**src/rtl/reg_file_param_if.sv**
```systemverilog
// Bus bundle for reg_file_param: read ports, write port, PC port and scoreboard reservation.
// The controller side uses the master modport, the register file uses the slave modport.
interface reg_file_param_if #(
  parameter int DATA_W = 16,
  parameter int ADDR_W = 3
);
  logic [ADDR_W-1:0] rd_addr1;
  logic [DATA_W-1:0] rd_data1;
  logic [ADDR_W-1:0] rd_addr2;
  logic [DATA_W-1:0] rd_data2;
  logic              busy1;
  logic              busy2;
  logic              wr_en;
  logic [ADDR_W-1:0] wr_addr;
  logic [DATA_W-1:0] wr_data;
  logic              pc_we;
  logic [DATA_W-1:0] pc_in;
  logic [DATA_W-1:0] pc_out;
  logic              rsv_en;
  logic [ADDR_W-1:0] rsv_addr;
  logic              rsv_err;

  modport master (
    output rd_addr1, rd_addr2, wr_en, wr_addr, wr_data, pc_we, pc_in, rsv_en, rsv_addr,
    input  rd_data1, rd_data2, busy1, busy2, pc_out, rsv_err
  );

  modport slave (
    input  rd_addr1, rd_addr2, wr_en, wr_addr, wr_data, pc_we, pc_in, rsv_en, rsv_addr,
    output rd_data1, rd_data2, busy1, busy2, pc_out, rsv_err
  );
endinterface

```
**src/rtl/reg_file_param.sv**
```systemverilog
// Parametrised register file: two async reads, one sync write, PC alias port and busy scoreboard.
// Optional macro WRITE_BYPASS_EN forwards same-cycle write data (and busy clear) onto the read outputs.
module reg_file_param #(
  parameter int DATA_W = 16,
  parameter int ADDR_W = 3,
  parameter int PC_IDX = (2**ADDR_W) - 1
) (
  input  logic              clk,
  input  logic              reset,
  reg_file_param_if.slave   bus
);
  localparam int DEPTH = 2**ADDR_W;
  localparam logic [ADDR_W-1:0] PC_ADDR = ADDR_W'(PC_IDX);

  logic [DATA_W-1:0] r_regs [DEPTH];
  logic [DEPTH-1:0]  r_busy;
  logic              r_rsv_err;

  logic [DEPTH-1:0]  w_busy_nxt;
  logic              w_rsv_err_set;
  logic              w_pc_wr;

  // Reserve is applied after the write-clear so a same-address pair leaves the bit set.
  always_comb begin
    w_busy_nxt = r_busy;
    if (bus.wr_en)  w_busy_nxt[bus.wr_addr]  = 1'b0;
    if (bus.rsv_en) w_busy_nxt[bus.rsv_addr] = 1'b1;
  end

  assign w_rsv_err_set = bus.rsv_en && r_busy[bus.rsv_addr] &&
                         !(bus.wr_en && (bus.wr_addr == bus.rsv_addr));
  assign w_pc_wr       = bus.pc_we && !(bus.wr_en && (bus.wr_addr == PC_ADDR));

  always_ff @(posedge clk) begin
    if (reset) begin
      for (int i = 0; i < DEPTH; i++) r_regs[i] <= '0;
      r_busy    <= '0;
      r_rsv_err <= 1'b0;
    end else begin
      if (bus.wr_en) r_regs[bus.wr_addr] <= bus.wr_data;
      if (w_pc_wr)   r_regs[PC_ADDR]     <= bus.pc_in;
      r_busy <= w_busy_nxt;
      if (w_rsv_err_set) r_rsv_err <= 1'b1;
    end
  end

  logic [DATA_W-1:0] w_rd_data1;
  logic [DATA_W-1:0] w_rd_data2;
  logic [DATA_W-1:0] w_pc_out;
  logic              w_busy1;
  logic              w_busy2;

`ifdef WRITE_BYPASS_EN
  logic w_hit1;
  logic w_hit2;
  assign w_hit1 = bus.wr_en && (bus.wr_addr == bus.rd_addr1);
  assign w_hit2 = bus.wr_en && (bus.wr_addr == bus.rd_addr2);

  // A bypassed address has just been written, so it is free unless re-reserved this cycle.
  assign w_rd_data1 = w_hit1 ? bus.wr_data : r_regs[bus.rd_addr1];
  assign w_rd_data2 = w_hit2 ? bus.wr_data : r_regs[bus.rd_addr2];
  assign w_busy1    = w_hit1 ? (bus.rsv_en && (bus.rsv_addr == bus.rd_addr1)) : r_busy[bus.rd_addr1];
  assign w_busy2    = w_hit2 ? (bus.rsv_en && (bus.rsv_addr == bus.rd_addr2)) : r_busy[bus.rd_addr2];

  always_comb begin
    w_pc_out = r_regs[PC_ADDR];
    if (bus.wr_en && (bus.wr_addr == PC_ADDR)) w_pc_out = bus.wr_data;
    else if (bus.pc_we)                        w_pc_out = bus.pc_in;
  end
`else
  assign w_rd_data1 = r_regs[bus.rd_addr1];
  assign w_rd_data2 = r_regs[bus.rd_addr2];
  assign w_busy1    = r_busy[bus.rd_addr1];
  assign w_busy2    = r_busy[bus.rd_addr2];
  assign w_pc_out   = r_regs[PC_ADDR];
`endif

  assign bus.rd_data1 = w_rd_data1;
  assign bus.rd_data2 = w_rd_data2;
  assign bus.busy1    = w_busy1;
  assign bus.busy2    = w_busy2;
  assign bus.pc_out   = w_pc_out;
  assign bus.rsv_err  = r_rsv_err;
endmodule
```
**src/flat_wrapper.sv**
```systemverilog
// flat-port wrapper written by rule: the top's interface ports become plain ports
module reg_file_param_flat 
#(
  parameter int DATA_W = 16,
  parameter int ADDR_W = 3,
  parameter int PC_IDX = (2**ADDR_W) - 1
)
  (clk, reset, bus_rd_addr1, bus_rd_addr2, bus_wr_en, bus_wr_addr, bus_wr_data, bus_pc_we, bus_pc_in, bus_rsv_en, bus_rsv_addr, bus_rd_data1, bus_rd_data2, bus_busy1, bus_busy2, bus_pc_out, bus_rsv_err);
  reg_file_param_if #(.DATA_W(DATA_W), .ADDR_W(ADDR_W)) bus_i ();
  input  logic clk;
  input  logic reset;
  input wire logic [$bits(bus_i.rd_addr1)-1:0] bus_rd_addr1;
  input wire logic [$bits(bus_i.rd_addr2)-1:0] bus_rd_addr2;
  input wire logic [$bits(bus_i.wr_en)-1:0] bus_wr_en;
  input wire logic [$bits(bus_i.wr_addr)-1:0] bus_wr_addr;
  input wire logic [$bits(bus_i.wr_data)-1:0] bus_wr_data;
  input wire logic [$bits(bus_i.pc_we)-1:0] bus_pc_we;
  input wire logic [$bits(bus_i.pc_in)-1:0] bus_pc_in;
  input wire logic [$bits(bus_i.rsv_en)-1:0] bus_rsv_en;
  input wire logic [$bits(bus_i.rsv_addr)-1:0] bus_rsv_addr;
  output wire logic [$bits(bus_i.rd_data1)-1:0] bus_rd_data1;
  output wire logic [$bits(bus_i.rd_data2)-1:0] bus_rd_data2;
  output wire logic [$bits(bus_i.busy1)-1:0] bus_busy1;
  output wire logic [$bits(bus_i.busy2)-1:0] bus_busy2;
  output wire logic [$bits(bus_i.pc_out)-1:0] bus_pc_out;
  output wire logic [$bits(bus_i.rsv_err)-1:0] bus_rsv_err;
  assign bus_i.rd_addr1 = bus_rd_addr1;
  assign bus_i.rd_addr2 = bus_rd_addr2;
  assign bus_i.wr_en = bus_wr_en;
  assign bus_i.wr_addr = bus_wr_addr;
  assign bus_i.wr_data = bus_wr_data;
  assign bus_i.pc_we = bus_pc_we;
  assign bus_i.pc_in = bus_pc_in;
  assign bus_i.rsv_en = bus_rsv_en;
  assign bus_i.rsv_addr = bus_rsv_addr;
  assign bus_rd_data1 = bus_i.rd_data1;
  assign bus_rd_data2 = bus_i.rd_data2;
  assign bus_busy1 = bus_i.busy1;
  assign bus_busy2 = bus_i.busy2;
  assign bus_pc_out = bus_i.pc_out;
  assign bus_rsv_err = bus_i.rsv_err;
  reg_file_param #(.DATA_W(DATA_W), .ADDR_W(ADDR_W), .PC_IDX(PC_IDX)) u_core (.clk(clk), .reset(reset), .bus(bus_i));
endmodule
```
**config.mk**
```make
export PLATFORM = sky130hd
export DESIGN_NAME = reg_file_param_flat
export DESIGN_NICKNAME = d
export VERILOG_FILES = /design/src/rtl/reg_file_param_if.sv /design/src/rtl/reg_file_param.sv /design/src/flat_wrapper.sv
export SDC_FILE = /design/constraint.sdc
export NUM_CORES = 1
export LEC_CHECK = 0
export CORE_MARGIN = 5
export CORE_UTILIZATION = 60
export DETAILED_ROUTE_END_ITERATION = 16
export GPL_ROUTABILITY_DRIVEN = 0
export PLACE_DENSITY = 0.91
export SYNTH_ARGS = -nofsm -noshare
export SYNTH_HDL_FRONTEND = slang
export SYNTH_SLANG_ARGS = --single-unit
```
**constraint.sdc**
```tcl
create_clock -name clk -period 4.4 [get_ports clk]
set_input_delay 0.44 -clock clk [delete_from_list [all_inputs] [get_ports clk]]
set_output_delay 0.44 -clock clk [all_outputs]
set_load 0.02 [all_outputs]
```
==> results by group <==
Floorplanning
  • Placement Rows: 40
  • Die Area: 14700 µm²
  • Die Ht: 121 µm
  • Core Area: 12100 µm²
  • Number of top-level pins: 100
  • Chip width: 121 µm
  • Initial Util: 61.4%

Power
  • Design Power: 3.70 mW
  • Power Dens Cells: 406 nW/µm²
  • Leak: 3.16 nW
  • Peak VDD IR: 0.313 mV

Global route
  • Tot GR Track Use: 28.6%
  • Total congestion overflow: 0
  • Largest net degree at the start of global routing: 35
  • Antenna violations before repair: 0
  • First-pass GRT wire length: 30400 µm
  • Vias in the first global route: 5269

Timing
  • Final setup violation count: 0
  • Rel. slew slack: 6.43%
  • Max Slew Vio Count: 0
  • Fin crit period: 3.10 ns
  • Post-route setup TNS: 0 ns
  • Max Fclk: 323 MHz
  • Hold WS: 0.480 ns
  • Worst-Margin Slew: 1.40 ns
  • Layout Skew: 0.00578 ns
  • Final Hold Fails: 0
  • Tcrit/Tclk final: 70.4%
  • RSZ-0062 raised after global routing: false

Layout
  • Fin nets: 606
  • Synth-to-Final Area Change: 22.9%
  • Most common cell after layout, fill and taps aside: edfxtp_1
  • Commonest non-fill, non-tap cells in the layout: 128 x edfxtp_1, 114 x and2_1, 97 x clkdlybuf4s50_1
  • Layout cells sized above 1: 27.0%
  • Fill cell count: 725
  • # diodes: 0
  • Register Area: 4020 µm²
  • Area of the multi-input gates: 3150 µm²

Routing
  • Vias: 4860
  • ANT nets after route: 0
  • # DRC: 0
  • Avg WL per Cell: 26.8 µm
  • WL final: 19800 µm
  • Starting DRT DRC Count: 582
  • Vias/cell: 6.59
  • First-pass iteration count of the detailed router: 5

Worst setup path
  • Setup crit end kind: output port
  • Worst EP arrival: 2.66 ns
  • Startpoint types: input pin
  • Crit path kind: in2out
  • Crit-path max FO: 14
  • Flop-to-flop setup slack: 3.24 ns
  • CP Data Required Time: 3.96 ns

Clock network
  • Clock latency on the worst-skew pair: 0.42 ns
  • CTS buffer count: 17
  • Num Clock Sinks: 137
  • Clock root buffer: clkbuf_16
  • Hold-fix buffers at CTS: 0
  • Setup bufs post-CTS: 0
  • Worst-path clk slew: 0.06 ns
  • Bufs on Longest Clock Path: 2
  • Resize count post-CTS: 0
  • CTS tree: yes
  • Htree depth: 4

Synth
  • Ys async rst share: 0%
  • Dominant synthesized flop cell: edfxtp_1
  • Mapped Cells: 466
  • Count of cell types in the netlist: 37
  • YS warnings: 0
  • EDFF count, synth: 128
  • #FFs+latches synth: 137
  • Mapped Nets: 515
  • Seq/Total Area, Yosys: 54.3%
  • Area of the mapped netlist: 7410 µm²
  • Syn_area_per_cell: 15.9 µm²

Run
  • Max Cap Viol: 0

Place
  • Number of buffers added on ports: 99
  • Post-detail-place hpwl: 12000 µm

Run status
  • Status: completed

Worst hold path
  • Min-delay worst type: reg2reg
==> registers in the layout, summed over array words and instances, names as in the netlist <==
name and cells:
u_core.r_busy 8, u_core.bus.rsv_err 1, u_core.r_regs 128
==> routing by layer <==
metal  part of all wire (%)  global-route usage [%]  vias to the layer above
met3                    9.8                    7.60                       57
met1                     36                    35.8                     2463
met2                     51                    47.3                      325
met5                      0                       0                        -
met4                    3.1                    12.0                        0
li1                       -                       -                     2015
==> area by class of cell <==
class | instances | area share (%)
Clock buffer | 18 | 4.71
Timing Repair Buffer | 108 | 11.5
Tap cell | 168 | 2.31
Inverter | 9 | 0.371
Sequential cell | 137 | 44.2
Multi-Input combinational cell | 284 | 34.6
Clock inverter | 14 | 2.24
==> cells by family after synthesis <==
kind of cell	after synthesis	synth area share, %
AO/OA/AOI/OAI	35	3.90
XOR/XNOR	3	0.355
buffers and inverters	45	3.11
flip-flops	137	54.3
multiplexers	103	26.2
AND/OR/NAND/NOR	143	12.1
==> synth_stat cells (5+ instances only) <==
| cell type | count | share of area [%] |
|---|---|---|
| mux4_2 | 69 | 21 |
| buf_6 | 6 | 0.91 |
| a22o_1 | 16 | 1.9 |
| dfxtp_1 | 9 | 2.4 |
| buf_1 | 8 | 0.41 |
| edfxtp_1 | 128 | 52 |
| nand2b_1 | 5 | 0.42 |
| inv_1 | 9 | 0.46 |
| clkbuf_1 | 9 | 0.46 |
| nor2b_1 | 5 | 0.42 |
| and2_1 | 114 | 9.6 |
| buf_2 | 13 | 0.88 |
| mux2_2 | 34 | 5.2 |
==> per-stage QoR <==
step           instances  area [µm²]  worst slack (ns)  util [%]
6_report             738        9100              1.30      75.5
3_5_place_dp         706        8470              1.28      70.2
5_1_grt              738        9100              1.18      75.5
3_3_place_gp         706        8470              1.31      70.2
4_1_cts              738        9100              1.26      75.5
2_1_floorplan        466        7410              2.29         -
==> where the power goes <==
group / internal (mW) / switching [mW] / leakage [nW]
clock: 0.998 / 0.545 / 0.301
combinational: 0.305 / 0.281 / 1.53
sequential: 1.52 / 0.0517 / 1.33
total: 2.82 / 0.877 / 3.16
==> worst paths after layout <==
check | startpoint | to | cells past startpoint
max | bus_rd_addr2[0] | bus_busy2 | 5
min | u_core.bus.rsv_err | u_core.bus.rsv_err | 2
max reg2reg | u_core.r_busy[7] | u_core.bus.rsv_err | 3
min reg2reg | u_core.bus.rsv_err | u_core.bus.rsv_err | 2
==> critical path: stages <==
cell and delay, ns:
buf_2 0.44, buf_4 0.37, mux4_2 0.55, mux2_2 0.30, clkdlybuf4s50_1 0.55
Note: power is estimated with default switching activity, not from simulation.
